--- src/rtl/ps2_pkg.sv ---
// rtl/ps2_pkg.sv - shared PS/2 types and constants for the host transmitter and scancode receiver
//
// Contents:
//   ps2_tx_state_t  host-to-device transmitter state encoding
//   CMD_*           common keyboard command bytes
//   RSP_*           common keyboard response bytes
//   build_frame()   10-bit payload {stop, odd parity, data} shifted out LSB first
package ps2_pkg;

    typedef enum logic [3:0] {
        ST_IDLE      = 4'd0,
        ST_INHIBIT   = 4'd1,
        ST_REQ       = 4'd2,
        ST_WAIT_CLK  = 4'd3,
        ST_SHIFT     = 4'd4,
        ST_ACK       = 4'd5,
        ST_WAIT_IDLE = 4'd6,
        ST_DONE      = 4'd7,
        ST_ERR       = 4'd8
    } ps2_tx_state_t;

    localparam logic [7:0] CMD_RESET    = 8'hFF;
    localparam logic [7:0] CMD_SET_LEDS = 8'hED;
    localparam logic [7:0] CMD_ECHO     = 8'hEE;

    localparam logic [7:0] RSP_ACK      = 8'hFA;
    localparam logic [7:0] RSP_RESEND   = 8'hFE;

    // Parity bit makes the total count of ones across data+parity odd.
    function automatic logic [9:0] build_frame(input logic [7:0] data);
        return {1'b1, ~^data, data};
    endfunction

endpackage

--- src/rtl/ps2_line_filter.sv ---
// rtl/ps2_line_filter.sv - synchronizer, glitch filter and falling-edge strobe for one PS/2 line
//
// Ports:
//   iCLK_50   system clock
//   iRST_n    asynchronous active-low reset (filtered level resets to idle-high)
//   line_in   raw asynchronous line level
//   level     filtered line level
//   fall      one-cycle strobe on a filtered 1->0 transition
module ps2_line_filter #(
    parameter int FILTER_LEN = 8
) (
    input  logic iCLK_50,
    input  logic iRST_n,
    input  logic line_in,
    output logic level,
    output logic fall
);

    localparam int CW = (FILTER_LEN > 1) ? $clog2(FILTER_LEN + 1) : 1;

    logic [1:0]    sync;
    logic [CW-1:0] cnt;

    // The filtered level only moves after FILTER_LEN consecutive synchronized
    // samples disagree with it; any agreeing sample restarts the run.
    always_ff @(posedge iCLK_50 or negedge iRST_n) begin
        if (!iRST_n) begin
            sync  <= 2'b11;
            cnt   <= '0;
            level <= 1'b1;
            fall  <= 1'b0;
        end else begin
            sync <= {sync[0], line_in};
            fall <= 1'b0;
            if (sync[1] == level) begin
                cnt <= '0;
            end else if (cnt == CW'(FILTER_LEN - 1)) begin
                level <= sync[1];
                cnt   <= '0;
                // level differs from the sample, so level=1 means 1->0
                fall  <= level;
            end else begin
                cnt <= cnt + 1'b1;
            end
        end
    end

endmodule

--- src/rtl/ps2_host_tx.sv ---
// rtl/ps2_host_tx.sv - PS/2 host-to-device command transmitter with open-drain line control
//
// Ports:
//   iCLK_50, iRST_n          system clock, asynchronous active-low reset
//   tx_data/tx_valid/tx_ready command byte handshake (accepted only in IDLE)
//   tx_busy                  high from accept until return to IDLE
//   tx_done / tx_error       one-cycle completion pulses (ACK / NACK or timeout)
//   ps2_clk_in, ps2_dat_in   raw PS2_CLK / PS2_DAT levels
//   ps2_clk_oe, ps2_dat_oe   1 pulls the line low, 0 releases it
module ps2_host_tx
    import ps2_pkg::*;
#(
    parameter int CLK_HZ         = 50_000_000,
    parameter int INHIBIT_CYCLES = 6000,
    parameter int START_TIMEOUT  = 750_000,
    parameter int FRAME_TIMEOUT  = 100_000,
    parameter int FILTER_LEN     = 8
) (
    input  logic       iCLK_50,
    input  logic       iRST_n,
    input  logic [7:0] tx_data,
    input  logic       tx_valid,
    output logic       tx_ready,
    output logic       tx_busy,
    output logic       tx_done,
    output logic       tx_error,
    input  logic       ps2_clk_in,
    input  logic       ps2_dat_in,
    output logic       ps2_clk_oe,
    output logic       ps2_dat_oe
);

    // Never hold the clock low for less than 100 us, whatever INHIBIT_CYCLES says.
    localparam int MIN_INHIBIT = CLK_HZ / 10_000;
    localparam int INH_LEN     = (INHIBIT_CYCLES > MIN_INHIBIT) ? INHIBIT_CYCLES : MIN_INHIBIT;
    localparam int TMAX_A      = (START_TIMEOUT > FRAME_TIMEOUT) ? START_TIMEOUT : FRAME_TIMEOUT;
    localparam int TMAX        = (TMAX_A > INH_LEN) ? TMAX_A : INH_LEN;
    localparam int TW          = $clog2(TMAX + 1);

    ps2_tx_state_t state, state_n;
    logic [TW-1:0] tmr, tmr_n, tmr_inc;
    logic [3:0]    bit_cnt, bit_n;
    logic [9:0]    frame, frame_n;
    logic          clk_oe_q, clk_oe_n;
    logic          dat_oe_q, dat_oe_n;

    logic clk_level, clk_fall;
    logic dat_level, dat_fall;

    ps2_line_filter #(.FILTER_LEN(FILTER_LEN)) u_clk_filter (
        .iCLK_50 (iCLK_50),
        .iRST_n  (iRST_n),
        .line_in (ps2_clk_in),
        .level   (clk_level),
        .fall    (clk_fall)
    );

    ps2_line_filter #(.FILTER_LEN(FILTER_LEN)) u_dat_filter (
        .iCLK_50 (iCLK_50),
        .iRST_n  (iRST_n),
        .line_in (ps2_dat_in),
        .level   (dat_level),
        .fall    (dat_fall)
    );

    // Saturating so a stuck state can never wrap back under its timeout.
    assign tmr_inc = (tmr == '1) ? tmr : tmr + 1'b1;

    always_ff @(posedge iCLK_50 or negedge iRST_n) begin
        if (!iRST_n) begin
            state    <= ST_IDLE;
            tmr      <= '0;
            bit_cnt  <= '0;
            frame    <= '0;
            clk_oe_q <= 1'b0;
            dat_oe_q <= 1'b0;
        end else begin
            state    <= state_n;
            tmr      <= tmr_n;
            bit_cnt  <= bit_n;
            frame    <= frame_n;
            clk_oe_q <= clk_oe_n;
            dat_oe_q <= dat_oe_n;
        end
    end

    always_comb begin
        state_n  = state;
        tmr_n    = tmr;
        bit_n    = bit_cnt;
        frame_n  = frame;
        dat_oe_n = dat_oe_q;
        clk_oe_n = 1'b0;

        case (state)
            ST_IDLE: begin
                if (tx_valid) begin
                    frame_n = build_frame(tx_data);
                    tmr_n   = '0;
                    state_n = ST_INHIBIT;
                end
            end
            ST_INHIBIT: begin
                tmr_n = tmr_inc;
                if (tmr == TW'(INH_LEN - 1)) begin
                    state_n  = ST_REQ;
                    dat_oe_n = 1'b1;    // start bit goes out while clock is still held
                end
            end
            ST_REQ: begin
                tmr_n   = '0;
                state_n = ST_WAIT_CLK;
            end
            ST_WAIT_CLK: begin
                tmr_n = tmr_inc;
                if (clk_fall) begin
                    // Fall 1: present data bit 0; frame timer starts here.
                    dat_oe_n = ~frame[0];
                    bit_n    = 4'd1;
                    tmr_n    = '0;
                    state_n  = ST_SHIFT;
                end else if (tmr == TW'(START_TIMEOUT)) begin
                    state_n = ST_ERR;
                end
            end
            ST_SHIFT: begin
                tmr_n = tmr_inc;
                if (tmr == TW'(FRAME_TIMEOUT)) begin
                    state_n = ST_ERR;
                end else if (clk_fall) begin
                    // Falls 2..10 present frame[1..9]; frame[9] is the released stop bit.
                    dat_oe_n = ~frame[bit_cnt];
                    bit_n    = bit_cnt + 4'd1;
                    if (bit_cnt == 4'd9) begin
                        state_n = ST_ACK;
                    end
                end
            end
            ST_ACK: begin
                tmr_n = tmr_inc;
                if (tmr == TW'(FRAME_TIMEOUT)) begin
                    state_n = ST_ERR;
                end else if (clk_fall) begin
                    state_n = dat_level ? ST_ERR : ST_WAIT_IDLE;
                end
            end
            ST_WAIT_IDLE: begin
                tmr_n = tmr_inc;
                if (tmr == TW'(FRAME_TIMEOUT)) begin
                    state_n = ST_ERR;
                end else if (clk_level && dat_level) begin
                    state_n = ST_DONE;
                end
            end
            ST_DONE: state_n = ST_IDLE;
            ST_ERR:  state_n = ST_IDLE;
            default: state_n = ST_IDLE;
        endcase

        // Line drives are registered from the next state so ERR releases
        // both lines in the same cycle it is entered.
        clk_oe_n = (state_n == ST_INHIBIT) || (state_n == ST_REQ);
        if ((state_n == ST_IDLE) || (state_n == ST_DONE) || (state_n == ST_ERR) ||
            (state_n == ST_INHIBIT)) begin
            dat_oe_n = 1'b0;
        end
    end

    assign tx_ready   = (state == ST_IDLE);
    assign tx_busy    = (state != ST_IDLE);
    assign tx_done    = (state == ST_DONE);
    assign tx_error   = (state == ST_ERR);
    assign ps2_clk_oe = clk_oe_q;
    assign ps2_dat_oe = dat_oe_q;

    // Only the clock line's edges matter to the transmitter.
    logic unused_dat_fall;
    assign unused_dat_fall = dat_fall;

endmodule
--- config.mk ---
export PLATFORM = sky130hd
export DESIGN_NAME = ps2_host_tx
export DESIGN_NICKNAME = d
export VERILOG_FILES = /design/src/rtl/ps2_pkg.sv /design/src/rtl/ps2_line_filter.sv /design/src/rtl/ps2_host_tx.sv
export SDC_FILE = /design/constraint.sdc
export NUM_CORES = 1
export LEC_CHECK = 0
export CORE_AREA = 5 5 79 81
export CTS_CLUSTER_SIZE = 16
export DETAILED_ROUTE_END_ITERATION = 12
export DIE_AREA = 0 0 84 86
export PLACE_DENSITY = 0.78
export SLEW_MARGIN = 20
export SYNTH_ARGS = -nofsm -noshare
export SYNTH_HDL_FRONTEND = slang
export SYNTH_HIERARCHICAL = 1
export SYNTH_SLANG_ARGS = --single-unit
--- constraint.sdc ---
create_clock -name iCLK_50 -period 2.9 [get_ports iCLK_50]
set_clock_uncertainty 0.1 [all_clocks]
set_input_delay 0.725 -clock iCLK_50 [delete_from_list [all_inputs] [get_ports iCLK_50]]
set_output_delay 0.725 -clock iCLK_50 [all_outputs]
set_load 0.01 [all_outputs]
# Yosys cells after proc, flatten, opt, wreduce, memory -nomap -nowiden
# Index checks and enable logic that the tools add are counted.
dict set report totals {
  inputBits 13
  word_cells 105
  out_inout_bits 6
  ramBits 0
  ff_bits 55
  latch_bits 0
  mem_bits_ro 0
  n_memories 0
}
dict set report op_classes {
  order_cmp 1
  n_reduce_logical 19
  n_mul 0
  bitwise 4
  n_eq_ne 29
  shift 0
  n_mux 35
  n_addsub 4
  div_mod_pow 0
}
# operator count
set ops {}
lappend ops {{20-bit case mux with 4 select lines} 1}
lappend ops {{4-bit 2-to-1 mux} 19}
lappend ops {{20-bit 2-to-1 mux} 3}
lappend ops {{20-bit == test, second input constant} 2}
lappend ops {{4-bit by 3-bit == test with 1-bit output, second input constant} 7}
lappend ops {{4-bit case mux with 7 select lines} 1}
lappend ops {{20-bit by 1-bit adder with 20-bit output, second input constant} 1}
lappend ops {{20-bit by 13-bit == test with 1-bit output, second input constant} 1}
lappend ops {{20-bit by 17-bit == test with 1-bit output, second input constant} 1}
lappend ops {{4-bit by 1-bit adder with 4-bit output, second input constant} 3}
lappend ops {{4-bit by 2-bit == test with 1-bit output, second input constant} 3}
lappend ops {{4-bit == test, second input constant} 3}
lappend ops {{4-bit nonzero test} 3}
lappend ops {{4-bit by 1-bit == test with 1-bit output, second input constant} 2}
lappend ops {{4-bit logical NOT} 2}
lappend ops {{1-bit 2-to-1 mux} 8}
lappend ops {{4-bit case mux with 2 select lines} 1}
lappend ops {{2-bit AND reduction} 4}
lappend ops {{8-bit XNOR reduction} 1}
lappend ops {{3-bit by 2-bit inequality test with 1-bit output, second input constant} 2}
lappend ops {{3-bit inequality test, second input constant} 2}
lappend ops {{4-bit by 5-bit < comparator with 1-bit output, second input constant} 1}
lappend ops {{5-bit AND reduction} 1}
lappend ops {{1-bit binary-select mux with 4-bit select} 1}
lappend ops {{10 further kinds} 19}

# Longest topological paths before layout
# Gate-level depths: netlist (run 1).
dict set report logic_depth {
  ltp_word 11
  depth_mapped 8
  depth_no_buf 8
}

# Cells and area by module
# Netlist (run 1), hierarchy kept.
# mod area_per_inst_um2 cells_each n_inst seq_area_each_um2
set modules_own_cells {}
lappend modules_own_cells {ps2_host_tx 2506.2 273 1 1001.0}
lappend modules_own_cells {ps2_line_filter 311.5 21 2 203.9}

# Worst setup path before layout (run 1)
# No wires, ideal clock.
dict set report synth_path {
  path_kind {register to register}
  from {register tmr[17]}
  to {register dat_oe_q (netlist: ps2_dat_oe)}
  path_slack_ns 0.323
  t_arrival_ns 2.365
  required_ns 2.689
  path_stages_with_launch 8
  path_buffers 2
  synth_period_minus_slack_ns 2.577
  path_cell_list {dfrtp_1 buf_6 or4_1 or4_1 buf_2 or2_0 a221o_1 a2111oi_2}
}
dict set report synth_via {
  elab_chain_len 10
}
# item line
set synth_lines {}
lappend synth_lines {{start, declared} ps2_host_tx.sv:41} ;# logic [TW-1:0] tmr, tmr_n, tmr_inc;
lappend synth_lines {{start signal, assigned} ps2_host_tx.sv:79} ;# tmr <= tmr_n;
lappend synth_lines {{20-bit == test} ps2_host_tx.sv:122} ;# end else if (tmr == TW'(START_TIMEOUT)) begin
lappend synth_lines {{4-bit 2-to-1 mux} ps2_host_tx.sv:122}
lappend synth_lines {{4-bit 2-to-1 mux} ps2_host_tx.sv:116} ;# if (clk_fall) begin
lappend synth_lines {{4-bit case mux with 7 select lines (*)} ps2_host_tx.sv:95} ;# case (state)
lappend synth_lines {{via state_n[1]} ps2_host_tx.sv:40} ;# ps2_tx_state_t state, state_n;
lappend synth_lines {{4-bit by 3-bit == test with 1-bit output / 4-bit logical NOT (equally long branches)} ps2_host_tx.sv:163} ;# if ((state_n == ST_IDLE) || (state_n == ST_DONE) || (state_n == ST_ERR) ||
lappend synth_lines {{1-bit logical OR (2 in series)} ps2_host_tx.sv:163}
lappend synth_lines {{1-bit logical OR (*)} ps2_host_tx.sv:163}
lappend synth_lines {{3-bit by 2-bit inequality test with 1-bit output (no source line), or another cell as far along} n/a}
lappend synth_lines {{5-bit AND reduction (no source line)} n/a}
lappend synth_lines {{end signal, assigned} ps2_host_tx.sv:83} ;# dat_oe_q <= dat_oe_n;
lappend synth_lines {{end, declared} ps2_host_tx.sv:45} ;# logic dat_oe_q, dat_oe_n;
# The timed path passes the listed nets; every way through them passes the cells marked *.
# A chain may end at the register's enable or synchronous reset.

# Worst setup path in the final report (run 1)
dict set report layout_path {
  from {register state[2]}
  to {output port tx_done}
}
dict set report layout_via {
  elab_chain_len 1
}
# item line
set layout_lines {}
lappend layout_lines {{start, declared} ps2_host_tx.sv:40}
lappend layout_lines {{start signal, assigned} ps2_host_tx.sv:78} ;# state <= state_n;
lappend layout_lines {{4-bit by 3-bit == test with 1-bit output} ps2_host_tx.sv:171} ;# assign tx_done = (state == ST_DONE);
lappend layout_lines {{end, declared} ps2_host_tx.sv:25} ;# output logic tx_done,
# No other way between the ends.

==> metrics.txt, run 1 <==
Syn Std Cell Area=3100 um^2; Syn Inst Count=roughly 310; CP startpoint kind=flop; fmax=between 300 and 400 MHz; Leakage=1.41 nW; Slew @ Worst Pin=0.722 ns; Crit Path Max Fanout=15; Tmin final=2.81 ns; post-route antenna net violation count=0; CP endpoint kind=output port; Rel. slew slack=51.7%; Crit-path slowest cell=dfrtp_1; Post-Place Setup Slack=0.212 ns; wire per inst=roughly 16 um; Detailed Routing Iterations Pass 1=5; hold slack=0.260 ns; Metal-1 WL=2830 um; Setup TNS=0 ns; Worst R2R Setup Slack=0.21 ns; latest clock arrival within the worst-skew pair=0.31 ns; status=complete, no violations; Tcrit/Tclk final=96.8%; clock net sink count=55; Final Routed Wirelength=6510 um; Max stage delay on crit path=~0.64 ns; Mean Syn Cell Area=just under 10 um^2; Die ar.=7220 um^2; Worst Path Required=2.08 ns; Multi-input gate area=1600 um^2; yosys warns=6; Power Total=1.49 mW; final worst slack=0.0921 ns; pwr dens=approximately 430 nW/um^2; dpl cells=398; final instance area=3470 um^2; final std cells w/o fill=406; row count=27; final setup vio count=0; 1st-iter DRT viols=roughly 240; via count=between 2k and 2.5k; Die Y=between 80 and 90 um; initial antenna violation count=0; CP Cell Sequence=or2b_2, nor2_1, clkdlybuf4s50_1; Placed Area=3370 um^2; Crit Path Category=reg -> out; RSZ-0062 raised after global routing=no; Critical path buffers and inverters=1; Root Buffer=clkbuf_8; cts bufs inserted=5; Initial Util=57.3%; Max VDD drop=268 uV; largest net degree at the start of global routing=56; CTS tree=done; width of the die=~84 um; area growth from synthesis to layout=12.1%; Post-DP HPWL=approximately 4800 um; Longest Clk Path Bufs=2; share of cells above drive strength 1=roughly 15%; final antenna diode count=0; syn_nets=approximately 330; Post-CTS Hold Fix Bufs=0; FF+latch area=1380 um^2; number of I/O port buffers=18; Placer Congestion=0.892; total grt overflow=0; Top Metal Used=met4; Max-Cap Viols=0; HP Class=reg -> reg; delay-heaviest family, CP=flip-flops; Setup Buffers After CTS=0; Max Slew Vio Count=0; met2 wire len=3180 um; met3 routed WL=between 300 and 400 um; core box area=~5400 um^2; global-route wire length before repair=between 10000 and 15000 um; drt via density=6.16; clock transition at the registers of the reported paths=0.10 ns; Post-route DRC=0; Total Nets Final=352; CP arrival=1.98 ns; post-CTS sizing=0; Core Util, Final=64.2%; final hold violation count=0; vias in the first global route=2375; CTS H-tree lvls=2; # fillers=437; io pins=19; GRT Overall Usage=18.9%
worst paths after layout:
| check | start | to | cells past startpoint |
|---|---|---|---|
| worst max-delay path | state[2] | tx_done | 3 |
| worst min-delay path | u_clk_filter/sync[0] | u_clk_filter/sync[1] | 0 |
| worst max register to register | tmr[17] | ps2_dat_oe | 5 |
| worst min register to register | u_clk_filter/sync[0] | u_clk_filter/sync[1] | 0 |
| max in group asynchronous | iRST_n | u_clk_filter/sync[0] | 2 |
| min in group asynchronous | iRST_n | u_dat_filter/cnt[0] | 2 |
cell usage in the layout, fill, tap and decap left out, types with 3 or more instances in the layout:
master / instances
nand2_1: 22
nor4_1: 6
a31oi_1: 4
mux2_2: 10
nor2_1: 24
nand3_1: 15
mux2i_1: 3
or4_1: 3
dfrtp_1: 49
and4_1: 3
ha_1: 6
a21oi_1: 16
dfstp_2: 6
inv_1: 12
or3_1: 6
a211oi_1: 3
nor3_1: 9
nand4_1: 3
o21ai_0: 20
clkdlybuf4s50_1: 17
clkbuf_8: 7
buf_4: 7
nor3b_1: 4
xnor2_1: 20
nand4b_1: 8
sequential cells by signal, summed over array words and instances (netlist names):
register / count
u_clk_filter/sync: 2
u_clk_filter/level: 1
u_dat_filter/level: 1
u_clk_filter/fall: 1
ps2_clk_oe: 1
u_clk_filter/cnt: 4
bit_cnt: 4
state: 4
ps2_dat_oe: 1
frame: 10
u_dat_filter/cnt: 4
u_dat_filter/sync: 2
tmr: 20
layer usage:
metal	GRT usage (%)	vias up
li1	-	1191
met1	24.2	1201
met2	31.5	90
met3	3.84	17
met4	7.46	0
met5	0	-
power breakdown:
part / total, mW / switching, mW / leakage, nW / internal [mW]
combinational: 0.153 / 0.0653 / 0.669 / 0.0878
clock: 0.459 / 0.240 / 0.0515 / 0.219
sequential: 0.875 / 0.0502 / 0.691 / 0.825
cell type report:
class	instances	area share (%)
multi-input combinational	233	46.2
inverter	12	1.30
clock buffer	8	2.88
tap	72	2.60
sequential	55	39.9
timing repair buffer	26	7.14
(Power assumes the default switching activity.)
==> run 2: changes to the inputs <==
- ABC_CLOCK_PERIOD_IN_PS: unset -> 2900
- SLEW_MARGIN: 20 -> unset
==> results of run 2 <==
The final DEF is identical to that of run 1; final timing and power are the same.
==> run 3: changes to the inputs <==
- SLEW_MARGIN: unset -> 20
==> results of run 3 <==
The final DEF is identical to that of run 1; final timing and power are the same.
